<file path="config.mk">
export PLATFORM = sky130hd
export DESIGN_NAME = spi2lb
export DESIGN_NICKNAME = d
export VERILOG_FILES = /design/src/rtl/spi2lb.sv
export SDC_FILE = /design/constraint.sdc
export NUM_CORES = 1
export LEC_CHECK = 0
export CORE_ASPECT_RATIO = 1.25
export CORE_MARGIN = 2
export CORE_UTILIZATION = 48
export DETAILED_ROUTE_END_ITERATION = 16
export PLACE_DENSITY = 0.8
export SYNTH_ARGS = -nofsm -noshare
export SYNTH_HDL_FRONTEND = slang
export SYNTH_SLANG_ARGS = --single-unit
</file>
<file path="constraint.sdc">
create_clock -name clk -period 2.2 [get_ports clk]
set_input_delay 0.22 -clock clk [delete_from_list [all_inputs] [get_ports clk]]
set_output_delay 0.22 -clock clk [all_outputs]
set_load 0.005 [all_outputs]
</file>
<file path="src/rtl/spi2lb.sv">
`timescale 1ns/1ps
// SPI mode-0 slave bridging {addr, ctrl, data} frames to a local-bus write/read request.
// Bus request follows the last frame bit by ~4 clk; wready/rvalid stall the FSM indefinitely.
module spi2lb #(
    parameter int ADDR_W = 8,
    parameter int DATA_W = 32,
    localparam int STRB_W = DATA_W / 8
) (
    input  logic              clk,
    input  logic              rst_n,
    input  logic              spi_sck,
    input  logic              spi_cs_n,
    input  logic              spi_mosi,
    output logic              spi_miso,
    output logic              wen,
    output logic [ADDR_W-1:0] waddr,
    output logic [DATA_W-1:0] wdata,
    output logic [STRB_W-1:0] wstrb,
    input  logic              wready,
    output logic              ren,
    output logic [ADDR_W-1:0] raddr,
    input  logic [DATA_W-1:0] rdata,
    input  logic              rvalid
);

    localparam int MAX_B = (ADDR_W > DATA_W) ? ADDR_W : DATA_W;
    localparam int CNT_W = $clog2(MAX_B) + 1;

    typedef enum logic [2:0] {
        S_IDLE,
        S_ADDR,
        S_CTRL,
        S_WDATA,
        S_WREQ,
        S_RREQ,
        S_RDATA,
        S_DONE
    } state_t;

    state_t state_q, state_d;

    logic [1:0]        sck_sync, cs_sync, mosi_sync, sync_ok;
    logic              sck_d, cs_d, armed;
    logic              sck_s, cs_s, mosi_s;
    logic              sck_rise, sck_fall, cs_rise, cs_fall;
    logic [CNT_W-1:0]  cnt;
    logic [2:0]        ctrl_idx;
    logic [ADDR_W-1:0] addr_q;
    logic [STRB_W-1:0] wstrb_q;
    logic [DATA_W-1:0] sr;
    logic              is_wr, abort_q, abort_now;

    assign sck_s    = sck_sync[1];
    assign cs_s     = cs_sync[1];
    assign mosi_s   = mosi_sync[1];
    assign sck_rise = sck_s & ~sck_d;
    assign sck_fall = ~sck_s & sck_d;
    assign cs_rise  = cs_s & ~cs_d;
    assign cs_fall  = ~cs_s & cs_d;

    // A frame may only start once cs_n has been observed high through a flushed synchronizer,
    // so a reset released mid-frame does not pick up the tail of that frame.
    always_ff @(posedge clk or negedge rst_n) begin
        if (!rst_n) begin
            sck_sync  <= 2'b00;
            cs_sync   <= 2'b11;
            mosi_sync <= 2'b00;
            sync_ok   <= 2'b00;
            sck_d     <= 1'b0;
            cs_d      <= 1'b1;
            armed     <= 1'b0;
        end else begin
            sck_sync  <= {sck_sync[0], spi_sck};
            cs_sync   <= {cs_sync[0], spi_cs_n};
            mosi_sync <= {mosi_sync[0], spi_mosi};
            sync_ok   <= {sync_ok[0], 1'b1};
            sck_d     <= sck_s;
            cs_d      <= cs_s;
            if (sync_ok[1] && cs_s) begin
                armed <= 1'b1;
            end
        end
    end

    always_ff @(posedge clk or negedge rst_n) begin
        if (!rst_n) begin
            state_q <= S_IDLE;
        end else begin
            state_q <= state_d;
        end
    end

    // A cs_n rise during a pending bus request is remembered so the handshake ends in IDLE.
    assign abort_now = abort_q | cs_rise;

    always_comb begin
        state_d = state_q;
        case (state_q)
            S_IDLE: begin
                if (cs_fall && armed) begin
                    state_d = S_ADDR;
                end
            end
            S_ADDR: begin
                if (cs_rise) begin
                    state_d = S_IDLE;
                end else if (sck_rise && cnt == CNT_W'(ADDR_W - 1)) begin
                    state_d = S_CTRL;
                end
            end
            S_CTRL: begin
                if (cs_rise) begin
                    state_d = S_IDLE;
                end else if (sck_rise && cnt == CNT_W'(7)) begin
                    state_d = is_wr ? S_WDATA : S_RREQ;
                end
            end
            S_WDATA: begin
                if (cs_rise) begin
                    state_d = S_IDLE;
                end else if (sck_rise && cnt == CNT_W'(DATA_W - 1)) begin
                    state_d = S_WREQ;
                end
            end
            S_WREQ: begin
                if (wready) begin
                    state_d = abort_now ? S_IDLE : S_DONE;
                end
            end
            S_RREQ: begin
                if (rvalid) begin
                    state_d = abort_now ? S_IDLE : S_RDATA;
                end
            end
            S_RDATA: begin
                if (cs_rise) begin
                    state_d = S_IDLE;
                end else if (sck_rise && cnt == CNT_W'(DATA_W - 1)) begin
                    state_d = S_DONE;
                end
            end
            S_DONE: begin
                if (cs_s) begin
                    state_d = S_IDLE;
                end
            end
            default: state_d = S_IDLE;
        endcase
    end

    assign ctrl_idx = 3'd7 - cnt[2:0];

    always_ff @(posedge clk or negedge rst_n) begin
        if (!rst_n) begin
            cnt     <= '0;
            addr_q  <= '0;
            wstrb_q <= '0;
            sr      <= '0;
            is_wr   <= 1'b0;
            abort_q <= 1'b0;
        end else begin
            if (state_q != state_d) begin
                cnt <= '0;
            end else if (sck_rise && (state_q == S_ADDR || state_q == S_CTRL ||
                                      state_q == S_WDATA || state_q == S_RDATA)) begin
                cnt <= cnt + 1'b1;
            end

            if (state_q != state_d) begin
                abort_q <= 1'b0;
            end else if ((state_q == S_WREQ || state_q == S_RREQ) && cs_rise) begin
                abort_q <= 1'b1;
            end

            case (state_q)
                S_ADDR: begin
                    if (sck_rise) begin
                        addr_q <= {addr_q[ADDR_W-2:0], mosi_s};
                    end
                end
                S_CTRL: begin
                    // Only ctrl[7] and the low strobe bits are kept; the bits between are don't-care.
                    if (sck_rise) begin
                        if (cnt[2:0] == 3'd0) begin
                            is_wr <= mosi_s;
                        end
                        for (int i = 0; i < STRB_W; i++) begin
                            if (ctrl_idx == 3'(i)) begin
                                wstrb_q[i] <= mosi_s;
                            end
                        end
                    end
                end
                S_WDATA: begin
                    if (sck_rise) begin
                        sr <= {sr[DATA_W-2:0], mosi_s};
                    end
                end
                S_RREQ: begin
                    if (rvalid) begin
                        sr <= rdata;
                    end
                end
                S_RDATA: begin
                    // The fall closing the last ctrl bit arrives here before any data rise;
                    // skipping it keeps the MSB on miso for the first data-phase rise.
                    if (sck_fall && cnt != '0) begin
                        sr <= {sr[DATA_W-2:0], 1'b0};
                    end
                end
                default: ;
            endcase
        end
    end

    assign wen      = (state_q == S_WREQ);
    assign ren      = (state_q == S_RREQ);
    assign waddr    = addr_q;
    assign raddr    = addr_q;
    assign wdata    = sr;
    assign wstrb    = wstrb_q;
    assign spi_miso = (state_q == S_RDATA) & sr[DATA_W-1];

endmodule

</file>
* Word level (Yosys, flattened, before mapping)
Cells that the tools add are included.
Cells by class: $add $sub $neg 2, equal/unequal tests 16, multiplexer cells 24, bitwise operators 10, reductions and logical operators 25
Operators by type and width (number):
- $mux W32 | 3
- $pmux W32 S3 | 1
- $mux W3 | 15
- $pmux W3 S8 | 1
- $reduce_and A3 Y1 | 5
- $eq A3 B2 Y1 const B | 4
- $eq A3 B3 Y1 const B | 4
- $mux W6 | 2
- $logic_not A3 Y1 | 3
- $logic_and A1 B1 Y1 | 7
- $add A6 B1 Y6 const B | 1
- $eq A3 B1 Y1 const B | 2
- $eq A6 B3 Y1 const B | 1
- $eq A6 B5 Y1 const B | 1
- $reduce_bool A6 Y1 | 1
- $and A1 B1 Y1 | 5
- $logic_or A1 B1 Y1 | 4
- $ne A2 B1 Y1 const B | 2
- $not A1 Y1 | 4
- $reduce_and A4 Y1 | 1
- $reduce_bool A2 Y1 | 2
- $ne A3 B3 Y1 | 1
- $reduce_bool A3 Y1 | 1
- $sub A3 B3 Y3 const A | 1
- other kinds (4) | 5
Word-level totals: flip-flop bits (word level) 66, output and inout port bits 55, word-level logic and storage cells 94

* Longest topological paths before layout
Gate-level depths: netlist of run 1.
depth in word-level cells 8, depth in mapped cells 7, depth with buffers taken out 6

* Least setup slack after synthesis of run 1
Ideal clock, no wire load.
path kind reg-to-reg, start register cnt[3], end register sr[31] (netlist: wdata[31]), library setup time 0.126 ns, arrival time 1.909 ns, data required time 2.074 ns, path slack 0.165 ns, cell stages (with the launch flop) 7, clock period less this slack 2.035 ns, cells stage by stage dfrtp_1 -> buf_6 -> or3_4 -> or3b_4 -> a32oi_4 -> buf_6 -> o21ai_0
On the way: cells in the longest elaborated chain, start to end 4
Ends and longest elaborated chain:
- start: declaration | line 46 | logic [CNT_W-1:0] cnt;
- start signal: assignment | line 166 | cnt <= cnt + 1'b1;
- $reduce_bool A6 Y1 | line 207 | if (sck_fall && cnt != '0) begin
- $logic_and A1 B1 Y1 | line 207
- $ne A2 B1 Y1 (no line)
- $reduce_and A4 Y1 (no line)
- end signal: assignment | line 196 | sr <= {sr[DATA_W-2:0], mosi_s};
- end signal: assignment | line 201 | sr <= rdata;
- end signal: assignment | line 208 | sr <= {sr[DATA_W-2:0], 1'b0};
- end: declaration | line 50 | logic [DATA_W-1:0] sr;
No other way between the ends. A chain may end at the register's enable or synchronous reset.

* Worst setup path after layout of run 1
start register cnt[0], end register sr[10] (netlist: wdata[10])
Same word-level chain as after synthesis.

==> results.sh, run 1 <==
export IMPL_hold_depth=1
export IMPL_synth_area_leader_cell="dfrtp_1"
export IMPL_final_max_slew_viol_count=0
export IMPL_grt_pass1_wl_mm=12.5
export IMPL_ys_top_cells_by_area="dfrtp_1 (47%), mux2i_1 (11%), o21ai_0 (5.9%), nand2_1 (4.6%), mux2_2 (4.4%)"
export IMPL_holdCritPathClass="in -> reg"
export IMPL_core_area_um2=6650
export IMPL_crit_fanout=64
export IMPL_power_leakage_nw=2.12
export IMPL_crit_required_ns=2.40
export IMPL_wirelength_mm=7.62
export IMPL_firstDrtPassIters=4
export IMPL_period_minus_slack_ns=2.06
export IMPL_ios=94
export IMPL_regArea_um2=1660
export IMPL_nets=448
export IMPL_regToRegSetupSlack_ns=0.14
export IMPL_rows=33
export IMPL_tns_ns=0
export IMPL_die_h_um=97.2
export IMPL_cts_root_buf="clkbuf_8"
export IMPL_drcViolationCount=0
export IMPL_cts_tree="done"
export IMPL_final_layout_size_suffix_gt1_share_pct=13.7
export IMPL_place_congestion=0.870
export IMPL_grt_use_total_pct=21.0
export IMPL_antenna_found_initial=0
export IMPL_io_buffer_count=93
export IMPL_hpwl_mm=5.33
export IMPL_setup_violations=0
export IMPL_yosysWarnings=0
export IMPL_arrival_ns=2.26
export IMPL_clkLatencyLatePin_ns=0.34
export IMPL_tightest_slew_ns=0.539
export IMPL_drtIter0Drc=191
export IMPL_ys_seq_area_share_pct=49.6
export IMPL_rsz0062_at_grt="false"
export IMPL_mappedNetlistNets=355
export IMPL_synthArstFlopShare_pct=100
export IMPL_grt_max_degree=67
export IMPL_die_area_um2=7630
export IMPL_max_cap_viol_count=0
export IMPL_min_to="cs_sync[0]"
export IMPL_syn_area_um2=3330
export IMPL_clock_fmax_mhz=485
export IMPL_synth_seq_cells=66
export IMPL_slew_limit_headroom_pct=64.1
export IMPL_grt_overflow=0
export IMPL_postRouteAntennaNets=0
export IMPL_grt_pass1_vias=2632
export IMPL_synth_edf_count=0
export IMPL_startpoint_type="register"
export IMPL_status="complete, no violations"
export IMPL_holdWs_ns=0.280
export IMPL_endpoint_kind="register"
export IMPL_synthCells=311
export IMPL_synth_flop_cell="dfrtp_1"
export IMPL_die_w_um=78.6
export IMPL_wl_per_cell_um=15.4
export IMPL_initial_core_util_pct=50.2
export IMPL_synth_cell_type_count=49
export IMPL_vias_per_cell=5.40
export IMPL_num_vias=2677
export IMPL_pwr_density_cell_nw_per_um2=959
export IMPL_cts_buffers_inserted=9
export IMPL_critPathKind="reg -> reg"
export IMPL_fin_worst_skew_ns=0.00801
export IMPL_reg2regPathDepth=6
export IMPL_diodes=0
export IMPL_min_from="spi_cs_n"
export IMPL_area_growth_pct=37.3
export IMPL_path_clk_slew_ns=0.08
export IMPL_fillers=500
export IMPL_synth_top_cell_area_share_pct=47.3
export IMPL_peakVddDrop_mv=0.616
export IMPL_reg2reg_to="wdata[10]"
export IMPL_cts_sinks=66
export IMPL_hold_violations=0
export IMPL_fin_crit_sh_pct=93.8
export IMPL_clock_path_buffers=2
export IMPL_htreeDepth=3
export IMPL_postSynthAreaPerCell_um2=10.7
export IMPL_r2r_start="cnt[0]"
export IMPL_multi_input_area_um2=1480
[flip-flops by register name, summed over array words and instances, names as in the netlist]
register and cells:
abort_q 1, armed 1, cnt 6, cs_d 1, cs_sync 2, is_wr 1, mosi_sync 2, raddr 8
sck_d 1, sck_sync 2, state_q 3, sync_ok 2, wdata 32, wstrb 4
[repair_timing]
action,in CTS,in global routing
hold buffers,1,0
endpoints found under the setup margin,0,6
gates resized for setup,0,2
setup buffers,0,0
hold endpoints to repair,63,0
[critical path, cell delays in order (launching register included)]
cell and delay, ns:
dfrtp_1 0.42, inv_1 0.14, ha_1 0.26, or3b_4 0.41, a32oi_4 0.25, buf_12 0.26, o21ai_0 0.15
[synth_stat cells, types with 2 or more instances]
cell and n:
dfrtp_1 63, nand2_1 41, o21ai_0 39, mux2i_1 36
mux2_2 13, nor4_1 10, buf_4 8, buf_6 7
nand3_1 7, nor2_1 7, clkbuf_1 5, ha_1 5
inv_1 5, nor2b_1 5, buf_2 4, a211oi_1 3
a21oi_1 3, dfstp_2 3, nand2b_1 3, nor3_1 3
xnor2_1 3, a21o_1 2, a22o_1 2, a31oi_1 2
and2_1 2, buf_1 2, nand3b_1 2, nand4b_1 2
nor3b_1 2, o32ai_1 2, or2_2 2
[report_power, final]
group	total, mW	internal (mW)	switching (mW)
logic	1.46	0.844	0.615
registers	1.67	1.42	0.255
clock network	1.26	0.762	0.494
total	4.39	3.03	1.36
[how the worst max path moves through the flow]
| stage | start | to | slack [ns] | depth (start not counted) |
|---|---|---|---|---|
| final | cnt[0] | wdata[10] | 0.14 | 6 |
| after global routing | state_q[2] | wen | 0.001 | 2 |
| after CTS | state_q[0] | ren | 0.06 | 4 |
| after detailed placement | state_q[0] | abort_q | 0.19 | 6 |
| after global placement | state_q[0] | abort_q | 0.19 | 6 |
| after floorplan | cnt[3] | wdata[31] | 0.17 | 6 |
[final cells by class]
type	instances	share of cell area (%)
timing repair buffer	108	23.3
clock inverter	7	2.73
sequential	66	36.2
multi-input combinational	214	32.3
clock buffer	9	2.71
inverter	5	0.410
tap	87	2.38
[metrics by stage]
step | setup slack [ns] | utilization, % | total power, mW | instances | cell area (µm²)
4_1_cts | 0.0606 | 68.8 | 4.42 | 496 | 4580
3_5_place_dp | 0.194 | 64.9 | 3.15 | 479 | 4320
2_1_floorplan | 0.165 | - | 2.46 | 311 | 3330
6_report | 0.137 | 68.9 | 4.39 | 496 | 4580
3_3_place_gp | 0.195 | 64.9 | 3.10 | 479 | 4320
5_1_grt | 0.00120 | 68.9 | 4.67 | 496 | 4580
[cell usage in the layout, fill, tap and decap left out, types with 5 or more instances in the layout]
| cell | netlist | routed |
|---|---|---|
| clkbuf_8 | 0 | 9 |
| mux2i_1 | 36 | 36 |
| nor2_1 | 7 | 7 |
| nor2b_1 | 5 | 5 |
| nand3_1 | 7 | 7 |
| nand2_1 | 41 | 40 |
| buf_4 | 8 | 12 |
| dfrtp_1 | 63 | 61 |
| clkdlybuf4s50_1 | 0 | 92 |
| inv_1 | 5 | 5 |
| nor4_1 | 10 | 10 |
| ha_1 | 5 | 5 |
| mux2_2 | 13 | 13 |
| o21ai_0 | 39 | 39 |
[layer usage]
layer  share of wire, %  GRT usage, %  vias up
li1                   -             -     1286
met1                 43          27.1     1270
met4                2.4          9.18        0
met5                  0             0        -
met3                6.1          5.02       14
met2                 49          33.3      107
[kinds of logic after synthesis]
logic type	share of synthesized area, %
fa+ha+maj	1.88
flops	49.6
compound gates	11.9
buf+inv	6.12
other cells	0.112
xor+xnor	1.05
simple gates	14.1
mux	15.2
No activity file was read; power rests on OpenSTA's default activity.
==> inputs of run 2 (changes only) <==
--- a/config.mk
+++ b/config.mk
@@ -5,6 +5,7 @@
 export SDC_FILE = /design/constraint.sdc
 export NUM_CORES = 1
 export LEC_CHECK = 0
+export ABC_CLOCK_PERIOD_IN_PS = 2200
 export CORE_ASPECT_RATIO = 1.25
 export CORE_MARGIN = 2
 export CORE_UTILIZATION = 48
==> results of run 2 <==
No change in the layout: final DEF, timing and power equal those of run 1.
